<file path="config.mk">
export PLATFORM = sky130hd
export DESIGN_NAME = calc_exec_ctrl_flat
export DESIGN_NICKNAME = d
export VERILOG_FILES = /design/src/rtl/calc_exec_ctrl_if.sv /design/src/rtl/calc_exec_ctrl.sv /design/src/flat_wrapper.sv
export SDC_FILE = /design/constraint.sdc
export NUM_CORES = 1
export LEC_CHECK = 0
export ABC_AREA = 1
export CAP_MARGIN = 20
export CORE_MARGIN = 5
export CORE_UTILIZATION = 45
export DETAILED_ROUTE_END_ITERATION = 10
export PLACE_DENSITY = 0.71
export SYNTH_ARGS = -nofsm -noshare
export SYNTH_HDL_FRONTEND = slang
export SYNTH_SLANG_ARGS = --single-unit
</file>
<file path="constraint.sdc">
create_clock -name clk -period 2.7 [get_ports clk]
set_clock_uncertainty 0.05 [all_clocks]
set_input_delay 0.27 -clock clk [delete_from_list [all_inputs] [get_ports clk]]
set_output_delay 0.27 -clock clk [all_outputs]
set_load 0.01 [all_outputs]
</file>
<file path="src/rtl/calc_exec_ctrl_if.sv">
// Keypad-calculator execution bus: decoded operands in, BCD result and status out.
interface calc_exec_ctrl_if;
    localparam int unsigned DIG_W = 4;

    logic             exec;
    logic [DIG_W-1:0] n1;
    logic [DIG_W-1:0] op;
    logic [DIG_W-1:0] n2;
    logic             busy;
    logic             done;
    logic             valid;
    logic             err;
    logic             neg;
    logic [DIG_W-1:0] tens;
    logic [DIG_W-1:0] units;

    modport master (
        output exec, n1, op, n2,
        input  busy, done, valid, err, neg, tens, units
    );

    modport slave (
        input  exec, n1, op, n2,
        output busy, done, valid, err, neg, tens, units
    );
endinterface

</file>
<file path="src/rtl/calc_exec_ctrl.sv">
// Execution sequencer for the keypad calculator: captures N1/OP/N2 on exec,
// runs add/sub/mul (mul by repeated addition) on a shared accumulator, then
// splits the result into BCD tens/units by repeated subtraction of 10.
// Optional feature macro: CALC_DIV_EN (op 15 = integer divide).
module calc_exec_ctrl #(
    parameter int unsigned ACC_W      = 7,
    parameter bit          START_EDGE = 1'b1
) (
    input  logic           clk,
    input  logic           reset,
    calc_exec_ctrl_if.slave bus
);
    localparam int unsigned DIG_W = 4;

`ifdef CALC_DIV_EN
    typedef enum logic [2:0] {
        S_IDLE, S_LOAD, S_ADD, S_SUB, S_MUL, S_BCD, S_DONE, S_DIV
    } state_t;
`else
    typedef enum logic [2:0] {
        S_IDLE, S_LOAD, S_ADD, S_SUB, S_MUL, S_BCD, S_DONE
    } state_t;
`endif

    state_t             state_q, state_d;
    logic               exec_q, exec_d;
    logic               prime_q, prime_d;
    logic [DIG_W-1:0]   a_q, a_d, b_q, b_d, op_q, op_d;
    logic [ACC_W-1:0]   acc_q, acc_d;
    logic [DIG_W-1:0]   cnt_q, cnt_d, t_q, t_d;
    logic               neg_i_q, neg_i_d, err_pend_q, err_pend_d;
    logic               busy_q, busy_d, done_q, done_d, valid_q, valid_d;
    logic               err_q, err_d, neg_q, neg_d;
    logic [DIG_W-1:0]   tens_q, tens_d, units_q, units_d;
`ifdef CALC_DIV_EN
    logic [ACC_W-1:0]   quo_q, quo_d;
`endif
    logic               start_c;
    logic               op_ok_c;

    // Start qualifier; the first cycle after reset only primes the exec history
    // so an exec already high at reset release is not mistaken for a rising edge.
    assign start_c = START_EDGE ? (bus.exec & ~exec_q & prime_q) : bus.exec;

    // Supported opcode check for the captured operation.
`ifdef CALC_DIV_EN
    assign op_ok_c = (op_q == 4'd10) || (op_q == 4'd11) || (op_q == 4'd12) ||
                     ((op_q == 4'd15) && (b_q != 4'd0));
`else
    assign op_ok_c = (op_q == 4'd10) || (op_q == 4'd11) || (op_q == 4'd12);
`endif

    // Next-state, datapath and registered-output logic.
    always_comb begin
        state_d    = state_q;
        exec_d     = bus.exec;
        prime_d    = 1'b1;
        a_d        = a_q;
        b_d        = b_q;
        op_d       = op_q;
        acc_d      = acc_q;
        cnt_d      = cnt_q;
        t_d        = t_q;
        neg_i_d    = neg_i_q;
        err_pend_d = err_pend_q;
        valid_d    = valid_q;
        err_d      = err_q;
        neg_d      = neg_q;
        tens_d     = tens_q;
        units_d    = units_q;
`ifdef CALC_DIV_EN
        quo_d      = quo_q;
`endif

        case (state_q)
            S_IDLE: begin
                if (start_c) begin
                    state_d = S_LOAD;
                    a_d     = bus.n1;
                    op_d    = bus.op;
                    b_d     = bus.n2;
                    valid_d = 1'b0;
                end
            end
            S_LOAD: begin
                t_d     = '0;
                neg_i_d = 1'b0;
                if ((a_q > 4'd9) || (b_q > 4'd9) || !op_ok_c) begin
                    err_pend_d = 1'b1;
                    state_d    = S_DONE;
                    err_d      = 1'b1;
                    valid_d    = 1'b0;
                    neg_d      = 1'b0;
                    tens_d     = '0;
                    units_d    = '0;
                end else begin
                    err_pend_d = 1'b0;
                    if (op_q == 4'd10) begin
                        state_d = S_ADD;
                    end else if (op_q == 4'd11) begin
                        state_d = S_SUB;
                    end else if (op_q == 4'd12) begin
                        state_d = S_MUL;
                        acc_d   = '0;
                        cnt_d   = b_q;
                    end else begin
`ifdef CALC_DIV_EN
                        state_d = S_DIV;
                        acc_d   = ACC_W'(a_q);
                        quo_d   = '0;
`endif
                    end
                end
            end
            S_ADD: begin
                acc_d   = ACC_W'(a_q) + ACC_W'(b_q);
                neg_i_d = 1'b0;
                state_d = S_BCD;
            end
            S_SUB: begin
                if (a_q >= b_q) begin
                    acc_d   = ACC_W'(a_q) - ACC_W'(b_q);
                    neg_i_d = 1'b0;
                end else begin
                    acc_d   = ACC_W'(b_q) - ACC_W'(a_q);
                    neg_i_d = 1'b1;
                end
                state_d = S_BCD;
            end
            S_MUL: begin
                if (cnt_q == 4'd0) begin
                    state_d = S_BCD;
                end else begin
                    acc_d = acc_q + ACC_W'(a_q);
                    cnt_d = cnt_q - 4'd1;
                end
            end
`ifdef CALC_DIV_EN
            S_DIV: begin
                if (acc_q >= ACC_W'(b_q)) begin
                    acc_d = acc_q - ACC_W'(b_q);
                    quo_d = quo_q + ACC_W'(1);
                end else begin
                    acc_d   = quo_q;
                    state_d = S_BCD;
                end
            end
`endif
            S_BCD: begin
                if (acc_q >= ACC_W'(10)) begin
                    acc_d = acc_q - ACC_W'(10);
                    t_d   = t_q + 4'd1;
                end else begin
                    state_d = S_DONE;
                    err_d   = 1'b0;
                    valid_d = 1'b1;
                    neg_d   = neg_i_q;
                    tens_d  = t_q;
                    units_d = acc_q[DIG_W-1:0];
                end
            end
            S_DONE: begin
                state_d = S_IDLE;
            end
            default: begin
                state_d = S_IDLE;
            end
        endcase

        busy_d = (state_d != S_IDLE);
        done_d = (state_d == S_DONE);
    end

    // State, datapath and output registers; async active-low clear.
    always_ff @(posedge clk or negedge reset) begin
        if (!reset) begin
            state_q    <= S_IDLE;
            exec_q     <= 1'b0;
            prime_q    <= 1'b0;
            a_q        <= '0;
            b_q        <= '0;
            op_q       <= '0;
            acc_q      <= '0;
            cnt_q      <= '0;
            t_q        <= '0;
            neg_i_q    <= 1'b0;
            err_pend_q <= 1'b0;
            busy_q     <= 1'b0;
            done_q     <= 1'b0;
            valid_q    <= 1'b0;
            err_q      <= 1'b0;
            neg_q      <= 1'b0;
            tens_q     <= '0;
            units_q    <= '0;
`ifdef CALC_DIV_EN
            quo_q      <= '0;
`endif
        end else begin
            state_q    <= state_d;
            exec_q     <= exec_d;
            prime_q    <= prime_d;
            a_q        <= a_d;
            b_q        <= b_d;
            op_q       <= op_d;
            acc_q      <= acc_d;
            cnt_q      <= cnt_d;
            t_q        <= t_d;
            neg_i_q    <= neg_i_d;
            err_pend_q <= err_pend_d;
            busy_q     <= busy_d;
            done_q     <= done_d;
            valid_q    <= valid_d;
            err_q      <= err_d;
            neg_q      <= neg_d;
            tens_q     <= tens_d;
            units_q    <= units_d;
`ifdef CALC_DIV_EN
            quo_q      <= quo_d;
`endif
        end
    end

    assign bus.busy  = busy_q;
    assign bus.done  = done_q;
    assign bus.valid = valid_q;
    assign bus.err   = err_q;
    assign bus.neg   = neg_q;
    assign bus.tens  = tens_q;
    assign bus.units = units_q;
endmodule

</file>
<file path="src/flat_wrapper.sv">
// flat-port wrapper written by rule: the top's interface ports become plain ports
module calc_exec_ctrl_flat 
#(
    parameter int unsigned ACC_W      = 7,
    parameter bit          START_EDGE = 1'b1
)
  (clk, reset, bus_exec, bus_n1, bus_op, bus_n2, bus_busy, bus_done, bus_valid, bus_err, bus_neg, bus_tens, bus_units);
  calc_exec_ctrl_if bus_i ();
  input  logic clk;
  input  logic reset;
  input wire logic [$bits(bus_i.exec)-1:0] bus_exec;
  input wire logic [$bits(bus_i.n1)-1:0] bus_n1;
  input wire logic [$bits(bus_i.op)-1:0] bus_op;
  input wire logic [$bits(bus_i.n2)-1:0] bus_n2;
  output wire logic [$bits(bus_i.busy)-1:0] bus_busy;
  output wire logic [$bits(bus_i.done)-1:0] bus_done;
  output wire logic [$bits(bus_i.valid)-1:0] bus_valid;
  output wire logic [$bits(bus_i.err)-1:0] bus_err;
  output wire logic [$bits(bus_i.neg)-1:0] bus_neg;
  output wire logic [$bits(bus_i.tens)-1:0] bus_tens;
  output wire logic [$bits(bus_i.units)-1:0] bus_units;
  assign bus_i.exec = bus_exec;
  assign bus_i.n1 = bus_n1;
  assign bus_i.op = bus_op;
  assign bus_i.n2 = bus_n2;
  assign bus_busy = bus_i.busy;
  assign bus_done = bus_i.done;
  assign bus_valid = bus_i.valid;
  assign bus_err = bus_i.err;
  assign bus_neg = bus_i.neg;
  assign bus_tens = bus_i.tens;
  assign bus_units = bus_i.units;
  calc_exec_ctrl #(.ACC_W(ACC_W), .START_EDGE(START_EDGE)) u_core (.clk(clk), .reset(reset), .bus(bus_i));
endmodule
</file>
==> results of run 1 <==
[per-layer routing]
metal / up-vias / wire (um) / track usage [%]
met5: - / 0 / 0
met4: 0 / 58 / 3.419
met3: 6 / 388 / 2.816
met2: 75 / 3165 / 29.12
met1: 1256 / 3319 / 23.08
li1: 1412 / - / -
[sequential cells by signal, indices dropped and copies added, names as in the netlist, 3 cells and up]
signal            count
u_core.op_q           4
u_core.a_q            4
u_core.acc_q          7
u_core.cnt_q          4
u_core.bus.units      4
u_core.state_q        3
u_core.b_q            4
u_core.t_q            4
u_core.bus.tens       4
[through the flow]
stage | power, mW | setup WS, ns | util (%)
floorplan | 3.136 | 0.9599 | -
global placement | 3.734 | 0.6232 | 50.99
detailed placement | 3.790 | 0.5877 | 50.99
CTS | 4.207 | 0.5672 | 52.15
global route | 4.673 | 0.3617 | 52.60
finish | 4.183 | 0.5715 | 52.60
[cell families after synthesis]
group / Yosys count / share of synthesized area, %
adder cells (fa/ha/maj): 23 / 10.13
buffers and inverters: 66 / 8.895
AO/OA/AOI/OAI: 66 / 11.09
XOR/XNOR: 5 / 1.396
AND/OR/NAND/NOR: 219 / 31.67
flip-flops: 46 / 36.70
other: 1 / 0.1196
[layout make-up]
type / count / area (um^2)
Timing Repair Buffer: 29 / 295.3
Fill cell: 658 / 3221
Inverter: 58 / 221.5
Tap cell: 96 / 120.1
Sequential cell: 46 / 1151
Clock buffer: 5 / 68.82
Clock inverter: 2 / 10.01
Multi-Input combinational cell: 314 / 1707
[power by group through the flow]
stage / registers, mW / logic, mW / clock network [mW]
floorplan: 1.17 / 1.96 / 0
global placement: 1.23 / 2.50 / 0
detailed placement: 1.24 / 2.55 / 0
CTS: 1.23 / 2.56 / 0.416
global route: 1.27 / 2.96 / 0.445
finish: 1.22 / 2.57 / 0.390
[cells in the final DEF, fill, tap and decap left out, types with 3 or more instances in the layout]
cell,n
a21oi_1,10
clkbuf_8,5
clkdlybuf4s50_1,26
clkinv_2,3
dfrtp_1,46
fa_1,4
ha_1,19
inv_1,53
inv_2,3
nand2_1,136
nand2_2,6
nand3_1,32
nand4_1,6
nor2_1,21
nor2_2,3
nor2_4,3
nor3_1,3
o21ai_0,37
o21ai_1,12
xnor2_1,3
[path summary, 6_finish.rpt]
kind,startpoint,cells past startpoint,slack (ns),to
min in group asynchronous,reset,2,0.40,u_core.bus.tens[1]
max in group asynchronous,reset,3,1.70,u_core.a_q[0]
setup reg to reg,u_core.b_q[1],13,0.57,u_core.acc_q[1]
setup / recovery,u_core.b_q[1],13,0.57,u_core.acc_q[1]
hold reg to reg,u_core.bus.tens[2],2,0.44,u_core.bus.tens[2]
hold / removal,bus_exec,1,0.39,u_core.exec_q
[timing repair]
action,CTS,global route
resized for setup,0,0
hold buffers,0,1
endpoints found under the hold margin,0,16
setup buffers,0,0
[worst register-to-register path: stages, from the launching register on]
cell	delay, ns
dfrtp_1	0.55
inv_1	0.19
ha_1	0.34
nand2_1	0.07
inv_1	0.10
nand2_1	0.06
nand2_1	0.09
nand2_1	0.11
nand2_1	0.16
nand2_1	0.07
nand3_1	0.10
nand2_1	0.06
nand2_1	0.05
nand2_1	0.04
==> summary by stage, run 1 <==
Synth
Counting every instance in the synthesized netlist gives 426. The library cell with the largest summed area after synthesis is dfrtp_1. The number of warnings issued by yosys is 0. The commonest cells after synthesis are nand2_1 (136), inv_1 (53), dfrtp_1 (46), o21ai_0 (37), nand3_1 (32). Counting every net in the synthesized netlist gives 464. Sequential cells were found to cover 36.70% of the synthesized design area. In the post-synthesis netlist, the cell with the most instances is nand2_1. The most frequently used flop master after synthesis is dfrtp_1. The flop and latch count out of synthesis is 46. The post-synthesis async set-or-reset flop share is 100.0%. Summed over its instances, the top area cell type makes up 36.70% of the synthesized netlist area.

By area the synthesized netlist is led by dfrtp_1 (37%), nand2_1 (16%), ha_1 (7.6%), inv_1 (6.3%), o21ai_0 (5.9%). The post-synthesis area per instance is 7.363 um^2. The number of enable-type register cells in the synthesized netlist is 0. The post-synth design cell area is 3137 um^2. The number of different library cells used by synthesis comes to 38.

Place
The count of placed standard cells including taps is 541. The wire-length estimate of the detail-placed layout is 5.446 mm. Once placement finished, the instance area stood at 3465 um^2.

At the end of routability-driven placement, the weighted congestion stood at 0.8749. The count of port buffers added during placement is 27.

CTS
The H-tree was split into 2 levels. The clock network latency to the later pin of the worst-skew pair is 0.29 ns. CTS saw 46 sinks.

Counting along the longest clock path gives a buffer depth of 2. The master cell of the clock root buffer is clkbuf_8. TritonCTS built the clock tree.

Clock-pin slew was measured on the worst setup and hold paths at 0.08 ns. TritonCTS created 5 clock buffers.

Routing
For this run, design rule violations remaining after detail routing come to 0. The routed layout has 2749 vias. After detailed routing, the number of vias per cell comes to 4.998.

The first detailed-routing pass took 5 iterations. The final wirelength is 6.932 mm. The detail route stage leaves a number of antenna-violating nets equal to 0. The per-cell routed wire length is 12.60 um. The iteration-0 DRC count of the detailed router is 167.

Timing
Setup repair after global routing left no endpoint under its margin. Setup violations remaining at the end of the flow were counted as 0. On the final layout, the worst hold slack is 0.3950 ns. The count of final hold-check violations is 0.

The final number of max-transition violations is 0. After layout, the minimum clock period comes to 2.128 ns. The final-layout setup total negative slack is 0 ns. The maximum clock frequency is 0.4698 GHz.

In this run the tightest slew margin relative to its limit is 63.54%. At the pin with the least slew margin, the transition time is 0.5463 ns. The fraction of the cycle the final worst path needs is 78.83%.

Power and ir drop
The net load switching power is 2.097 mW. The power density over the cells is 1171 nW/um^2. Combinational cells account for 61.4% of the total power. The internal power of the cells totals 2.085 mW. The share of total power consumed by net switching is 50.14%. The analysis attributes to cell leakage a power of 1.853 nW. Across the VDD grid, the largest voltage drop is 0.5645 mV. The part of the total power dissipated in sequential elements is 29.3%. The clock network accounts for 9.3% of the total power.

Floorplan
The core area is 6794 um^2. The chip height is 93.49 um. In this run the horizontal extent of the chip is 93.49 um. The starting density of the core is 46.17%.

The number of top-level pins is 28. The die covers 8740 um^2. The floorplan has 30 rows.

Critical path
Traced cell by cell, the critical path runs through inv_1, ha_1, nand2_1, inv_1, nand2_1, nand2_1, nand2_1, nand2_1, nand2_1, nand3_1, nand2_1, nand2_1, nand2_1. For this run, the slowest stage of the critical path takes 0.55 ns. Among cell families on the critical path, the largest total delay comes from simple AND/OR/NAND/NOR gates. The nature of the critical path startpoint is a register. Along the worst path, the maximum fanout reaches 7. The cell with the most instances on the worst path is nand2_1. For the worst setup path, the data arrival time is 2.27 ns. The cell with the biggest individual delay on the critical path is dfrtp_1. The required time of the worst setup path is 2.84 ns. The type of the worst setup path is register to register. The endpoint type of the worst setup path is a register. The number of buffers and inverters on the critical path is 2.

Hold path
The tightest min-delay check is of the primary input to register type.

Finish
The fraction of layout instances using a drive strength above 1 is 7.489%. The number of standard cells in the layout, taps in and fillers out is 550. The finished cells cover 3573 um^2. The repair_antennas step left the layout with diodes totalling 0. From synthesis to final layout, the design area changed by 13.92%. In the final design database the tool counted 492 nets.

Global route
The overall overflow remaining after global route is 0. The wire length of the first global-routing pass is 12.17 mm. The via count of the first global-routing pass is 2608.

The initial antenna violation count is 0. The maximum number of pins on one net before global-route repair is 47. Global routing consumed, over all layers together, 17.17% of the routing resources.

Job
The max capacitance violation total is 0.

Status
The flow ran to the end, and the final reports show no timing, DRC or antenna violations.
No activity file was read; power rests on OpenSTA's default activity.
==> run 2, diff against run 1 <==
Clock period 2.7 ns to 2.2 ns, I/O delays scaled along.
==> run 2 against run 1 <==
  * Cell area up 1.9%
  * Count of clock-buffer cells in the layout up 1
  * Die area unchanged
  * Flip-flop and latch count unchanged
  * First-iteration DRC count down 12%
  * Combinational power up 27%
  * Largest cell class unchanged
  * Largest power group unchanged
==> summary by stage, run 2 (synthesized netlist as in run 1, its figures left out) <==
CTS
The master cell of the clock root buffer is clkbuf_8. The number of H-tree levels is 2 (unchanged). The number of buffers created by CTS is 5 (unchanged). The clock network latency to the later pin of the worst-skew pair is 0.29 ns (about the same).

The clock tree from TritonCTS is done. The post-CTS clock slew at the launch and capture registers of the worst setup and hold paths is 0.09 ns (about the same). The clock tree buffer depth is 2 (unchanged). The sink count of the clock tree was 46 (unchanged).

Power and ir drop
The clock power share is 11.7% (+2.4 points). The part of the total power dissipated in sequential elements is 27.4% (-1.9 points). The share of total power consumed by net switching was 48.35% (-1.8 points).

The reported leakage power is 1.881 nW (+1.5%). The power density over the cells came to 1469 nW/um^2 (+26%). The worst supply voltage drop on vdd is 0.7903 mV (+40%). The net load switching power came to 2.587 mW (+23%).

The total internal power is 2.764 mW (+33%). The combinational group share of total power came to 60.9% (-0.5 points).

Job
The max capacitance violation total came to 0 (unchanged).

Timing
The headroom to the max-slew limit is 60.46% (-3.1 points). The maximum clock frequency was 0.5248 GHz (+12%). The transition time at the pin with the least slew margin is 0.5932 ns (+0.04683 ns). Setup repair after global routing left no endpoint under its margin. The fraction of the cycle the final worst path needs is 86.62% (+7.8 points). The clock period minus final worst setup slack is 1.906 ns (-0.2229 ns). The final number of max-transition violations is 0 (unchanged). The final number of setup-violating endpoints is 0 (unchanged). The count of final hold-check violations is 0 (unchanged). The final-layout setup total negative slack is 0 ns (unchanged).

Floorplan
The core area is 6794 um^2 (unchanged). The row count is 30 (unchanged). The overall die width is 93.49 um (unchanged). The die outline area came to 8740 um^2 (unchanged).

The number of top-level pins is 28 (unchanged). The starting density of the core is 46.17% (unchanged). The chip height is 93.49 um (unchanged).

Finish
The filler cell count is 645 (-2.0%). The number of antenna repair diodes is 0 (unchanged). The library cells used most frequently in the layout, excluding fill and tap cells, are nand2_1 (136), inv_1 (53), dfrtp_1 (46), o21ai_0 (37), nand3_1 (32).

The number of standard cells in the layout, taps in and fillers out is 556 (+1.1%). Ranked by flip-flop count, first place goes to u_core.acc_q. The growth of design area from synthesis to finish is 16.11%. The number of flip-flops under the largest register name is 7 (unchanged). The fraction of layout instances using a drive strength above 1 is 8.696% (+1.2 points). The leading cell type in the layout, fill and taps excluded is nand2_1. The final cell utilization of the core is 53.61% (+1.0 points).

The number of nets in the layout is 497 (+1.0%).

Critical path
STA classifies the critical path endpoint as a register. The required time of the worst setup path is 2.34 ns (-0.50 ns). The worst setup path is of the register to register kind.

The worst-path maximum fanout is 10 (+3). The worst setup path is launched from a register. The critical path data arrival time is 2.05 ns (-0.22 ns).

Routing
The average vias per placed instance was 5.023 (+0.50%). The number of optimization iterations in the first detailed-route pass is 4 (-1). The remaining design rule violation count is 0 (unchanged). The detailed-route via count is 2793 (+1.6%). The final antenna-violating net count is 0 (unchanged). The final wirelength is 6.811 mm (-1.7%). The iteration-0 DRC count of the detailed router is 147 (-12%). The per-cell routed wire length came to 12.25 um (-2.8%).

Global route
The overall overflow remaining after global route came to 0 (unchanged). The initial antenna violation count is 0 (unchanged). The wire length of the first global-routing pass is 12.05 mm (-1.0%). The total routing resource utilization after global routing was 16.79% (-0.39 points).

The maximum number of pins on one net before global-route repair was 47 (unchanged). The via count of the first global-routing pass is 2731 (+4.7%).

Hold path
The class of the worst hold path is primary input to register.

Status
The flow ran to the end, and the final reports show no timing, DRC or antenna violations.

Place
The count of placed standard cells including taps is 547 (+1.1%). The final HPWL from detailed placement is 5.358 mm (-1.6%). The global placement routability congestion is 0.8685 (-0.73%).

The count of port buffers added during placement came to 27 (unchanged).
[run 2: cell count changes in the layout (fill, tap and decap cells not counted)]
cell        delta
ha_4           +1
clkbuf_1       +1
buf_12         -1
buf_4          +6
clkinv_2       -2
clkinvlp_4     +1
ha_1           -1
bufinv_16      +1
[run 2: worst paths after layout]
path | slack (ns) | from | endpoint | cells after the start
hold / removal | 0.34 | bus_exec | u_core.exec_q | 1
min in group asynchronous | 0.48 | reset | u_core.bus.tens[1] | 3
max in group asynchronous | 1.20 | reset | u_core.cnt_q[0] | 3
setup reg to reg | 0.29 | u_core.b_q[2] | u_core.acc_q[2] | 13
hold reg to reg | 0.44 | u_core.bus.neg | u_core.bus.neg | 2
setup / recovery | 0.29 | u_core.b_q[2] | u_core.acc_q[2] | 13
[run 2: worst max-delay path, cell delays in order, from the launching register on]
cell and delay (ns):
dfrtp_1 0.40, inv_1 0.12, ha_4 0.35, nand2_1 0.09
inv_1 0.07, nand2_1 0.05, nand2_1 0.07, nand2_1 0.10
nand2_1 0.16, nand2_1 0.09, nand3_1 0.09, nand2_1 0.05
nand2_1 0.06, nand2_1 0.05
[run 2: repair_timing]
item,CTS,global route
hold buffers,1,0
endpoints found under the setup margin,0,6
buffers inserted,0,0
endpoints found under the hold margin,46,0
resized for setup,0,2
[run 2: area by class of cell]
class	count	area (um^2)	area share, %
timing repair buffer	34	320.3	8.794
sequential	46	1151	31.60
multi-input combinational	314	1719	47.20
tap	96	120.1	3.298
clock inverter	2	37.54	1.031
inverter	58	221.5	6.080
clock buffer	6	72.57	1.992
[run 2: per-stage QoR]
step                hold WS [ns]  instance area, um^2  power (mW)  setup slack (ns)
floorplan                -0.1256                 3137       3.849            0.4599
global placement          0.2950                 3510       4.644            0.1253
detailed placement        0.2955                 3510       4.702            0.1049
CTS                       0.3381                 3630       5.347           0.08730
global route              0.3456                 3642       5.974           0.03393
finish                    0.3425                 3642       5.351            0.2944
[run 2: power groups by stage]
stage | sequential, mW | clock [mW] | combinational [mW]
global route | 1.51 | 0.681 | 3.78
finish | 1.47 | 0.626 | 3.26
floorplan | 1.44 | 0 | 2.41
global placement | 1.47 | 0 | 3.18
CTS | 1.46 | 0.642 | 3.24
detailed placement | 1.48 | 0 | 3.23
[run 2: per-layer routing]
layer  track usage (%)  part of all wire, %  vias to the layer above
li1                  -                    -                     1419
met2             27.22                   45                       65
met4             6.227                  2.0                        0
met1             22.09                   48                     1294
met5                 0                    0                        -
met3             3.298                  5.0                       15
==> run 3, diff against run 2 <==
Settings changed: PLACE_DENSITY 0.71 to 0.73.
Clock period 2.2 ns to 1.75 ns, I/O delays scaled along.
==> run 3 against run 2 <==
  * The flow now finishes with violations (negative setup slack)
  * Register-to-register slack got worse by 0.39 ns
  * Combinational power increased by 68%
  * Largest power group unchanged
  * Cell area is 13% higher
  * Utilization grew 6.9 points
  * Sequential share of layout area is 3.5 points lower
  * Count of clock-buffer cells in the layout shrank 1
  * Routed wire length up 18%
==> summary by stage, run 3 (synthesized netlist as in run 1, its figures left out) <==
Critical path
The worst setup path is launched from a register. The register-to-register setup slack was -0.09 ns (-0.39 ns). The worst register-to-register path begins at u_core.b_q[0].

The critical path data arrival time came to 2.04 ns (about the same). Traced cell by cell, the critical path runs through inv_1, ha_1, inv_2, fa_2, a21oi_2, o21bai_1, nand3_1, nand2_2, nand2_2, nand2_2, nand2_1. The worst-path maximum fanout came to 3 (-7). The cell with the biggest individual delay on the critical path is dfrtp_1. The type of the worst setup path is register to register. In this design, the critical path's most frequently occurring cell is nand2_2.

The longest individual stage delay on the worst path is 0.42 ns (+0.02 ns). In this run the worst setup path begins at u_core.b_q[0]. The required time of the worst setup path came to 1.95 ns (-0.39 ns). The worst setup path is captured at a register.

CTS
TritonCTS built the clock tree. The number of H-tree levels is 2 (unchanged). The clock tree buffer depth is 2 (unchanged). The number of buffers created by CTS is 5 (unchanged). The master cell of the clock root buffer is clkbuf_8. The clock network latency to the later pin of the worst-skew pair is 0.30 ns (about the same). The sink count of the clock tree is 46 (unchanged).

The post-CTS clock slew at the launch and capture registers of the worst setup and hold paths is 0.09 ns (about the same).

Place
The final HPWL from detailed placement is 5.738 mm (+7.1%). The count of port buffers added during placement is 27 (unchanged). The worst slack after detailed placement came to -0.1073 ns (-0.2122 ns).

The area after detailed placement was 3752 um^2 (+6.9%). The count of placed standard cells including taps came to 576 (+5.3%). The global placement routability congestion came to 0.9104 (+4.8%).

Routing
The number of optimization iterations in the first detailed-route pass is 5 (+1). The iteration-0 DRC count of the detailed router came to 155 (+5.4%). The detailed-route via count was 3019 (+8.1%).

The per-cell routed wire length is 13.48 um (+10%). The final wirelength is 8.005 mm (+18%). The final antenna-violating net count is 0 (unchanged). The remaining design rule violation count was 0 (unchanged). The average vias per placed instance came to 5.082 (+1.2%).

Power and ir drop
The worst supply voltage drop on vdd is 1.060 mV (+34%). The sum of internal, switching and leakage power is 8.173 mW (+53%). The power density over the cells is 1987 nW/um^2 (+35%). The reported leakage power is 2.071 nW (+10%).

Floorplan
The row count is 30 (unchanged). The number of top-level pins is 28 (unchanged). The die outline area is 8740 um^2 (unchanged).

The starting density of the core is 46.17% (unchanged). The core area was 6794 um^2 (unchanged). The overall die width is 93.49 um (unchanged).

The chip height is 93.49 um (unchanged).

Timing
The headroom to the max-slew limit is 61.17% (+0.71 points). The final number of max-transition violations is 0 (unchanged). The count of final hold-check violations was 0 (unchanged). The final-layout setup total negative slack is -0.3691 ns (-0.3691 ns). The worst hold margin is 0.2894 ns (-0.05305 ns). The final number of setup-violating endpoints came to 5 (+5).

The fraction of the cycle the final worst path needs is 105.3% (+19 points). The setup slack after layout came to -0.09198 ns (-0.3864 ns). Setup repair after global routing could not meet its margin everywhere. The transition time at the pin with the least slew margin is 0.5825 ns (-0.01071 ns).

The maximum clock frequency is 0.5429 GHz (+3.5%). The clock period minus final worst setup slack is 1.842 ns (-0.06360 ns).

Global route
The overall overflow remaining after global route is 0 (unchanged). The wire length of the first global-routing pass is 13.12 mm (+8.9%). The total routing resource utilization after global routing came to 18.44% (+1.7 points). The initial antenna violation count is 0 (unchanged).

The via count of the first global-routing pass is 2989 (+9.4%). The maximum number of pins on one net before global-route repair is 47 (unchanged).

Finish
The register ranked first by flip-flop count is u_core.acc_q. The number of antenna repair diodes is 0 (unchanged). The number of nets in the layout is 535 (+7.6%). The number of flip-flops under the largest register name is 7 (unchanged). Leaving out fill and tap cells, the most frequent cell in the layout is nand2_1.

The fraction of layout instances using a drive strength above 1 is 24.10% (+15 points). The final non-filler cell area was 4113 um^2 (+13%). The number of standard cells in the layout, taps in and fillers out is 594 (+6.8%). The library cells used most frequently in the layout, excluding fill and tap cells, are nand2_1 (126), inv_1 (44), dfrtp_1 (41), buf_4 (40), o21ai_0 (33).

The area growth from synthesis to layout is 31.11%. The final cell utilization of the core is 60.53% (+6.9 points).

Status
The final reports fail on negative setup slack. The run finished, with violations left.

Hold path
The class of the worst hold path is primary input to register. The startpoint identified for the worst hold timing path is bus_exec.

Job
The max capacitance violation total is 0 (unchanged).
==> run 3: report_power, final <==
group	switching, mW	internal, mW	total, mW
registers	0.403	1.47	1.87
clock network	0.381	0.428	0.809
logic	3.08	2.42	5.49
total	3.86	4.31	8.17
==> run 3: final timing paths <==
kind | cells past startpoint | endpoint
max in group asynchronous | 3 | u_core.a_q[1]
min reg2reg | 2 | u_core.bus.tens[1]
min in group asynchronous | 3 | u_core.bus.tens[0]
max | 11 | u_core.acc_q[4]
min | 1 | u_core.exec_q
max reg2reg | 11 | u_core.acc_q[4]
==> run 3: cell type report <==
type	count	area [um^2]
Clock buffer	5	68.82
Clock inverter	3	43.79
Fill cell	603	2681
Inverter	58	221.5
Multi-Input combinational cell	314	1863
Sequential cell	46	1157
Tap cell	96	120.1
Timing Repair Buffer	72	638.1
==> run 3: worst max-delay path, delay by kind of cell, from the launching register on <==
kind	cells	cell delay, ns
AO/OA/AOI/OAI	2	0.22
adder cells (fa/ha/maj)	2	0.57
buffers and inverters	2	0.17
flip-flops	1	0.42
AND/OR/NAND/NOR	5	0.34
==> run 3: repair_timing <==
item                                   CTS  global route
gates resized for setup                 16            38
pin swaps                                2            13
setup endpoints to repair               10            28
buffers inserted                         2             7
endpoints found under the hold margin   46             0
hold buffers                             1             0
==> run 3: routing by layer <==
| metal | GRT usage, % | up-vias | part of all wire, % |
|---|---|---|---|
| met3 | 3.138 | 17 | 5.2 |
| met5 | 0 | - | 0 |
| li1 | - | 1507 | - |
| met1 | 22.83 | 1414 | 42 |
| met2 | 32.16 | 81 | 50 |
| met4 | 6.471 | 0 | 2.2 |
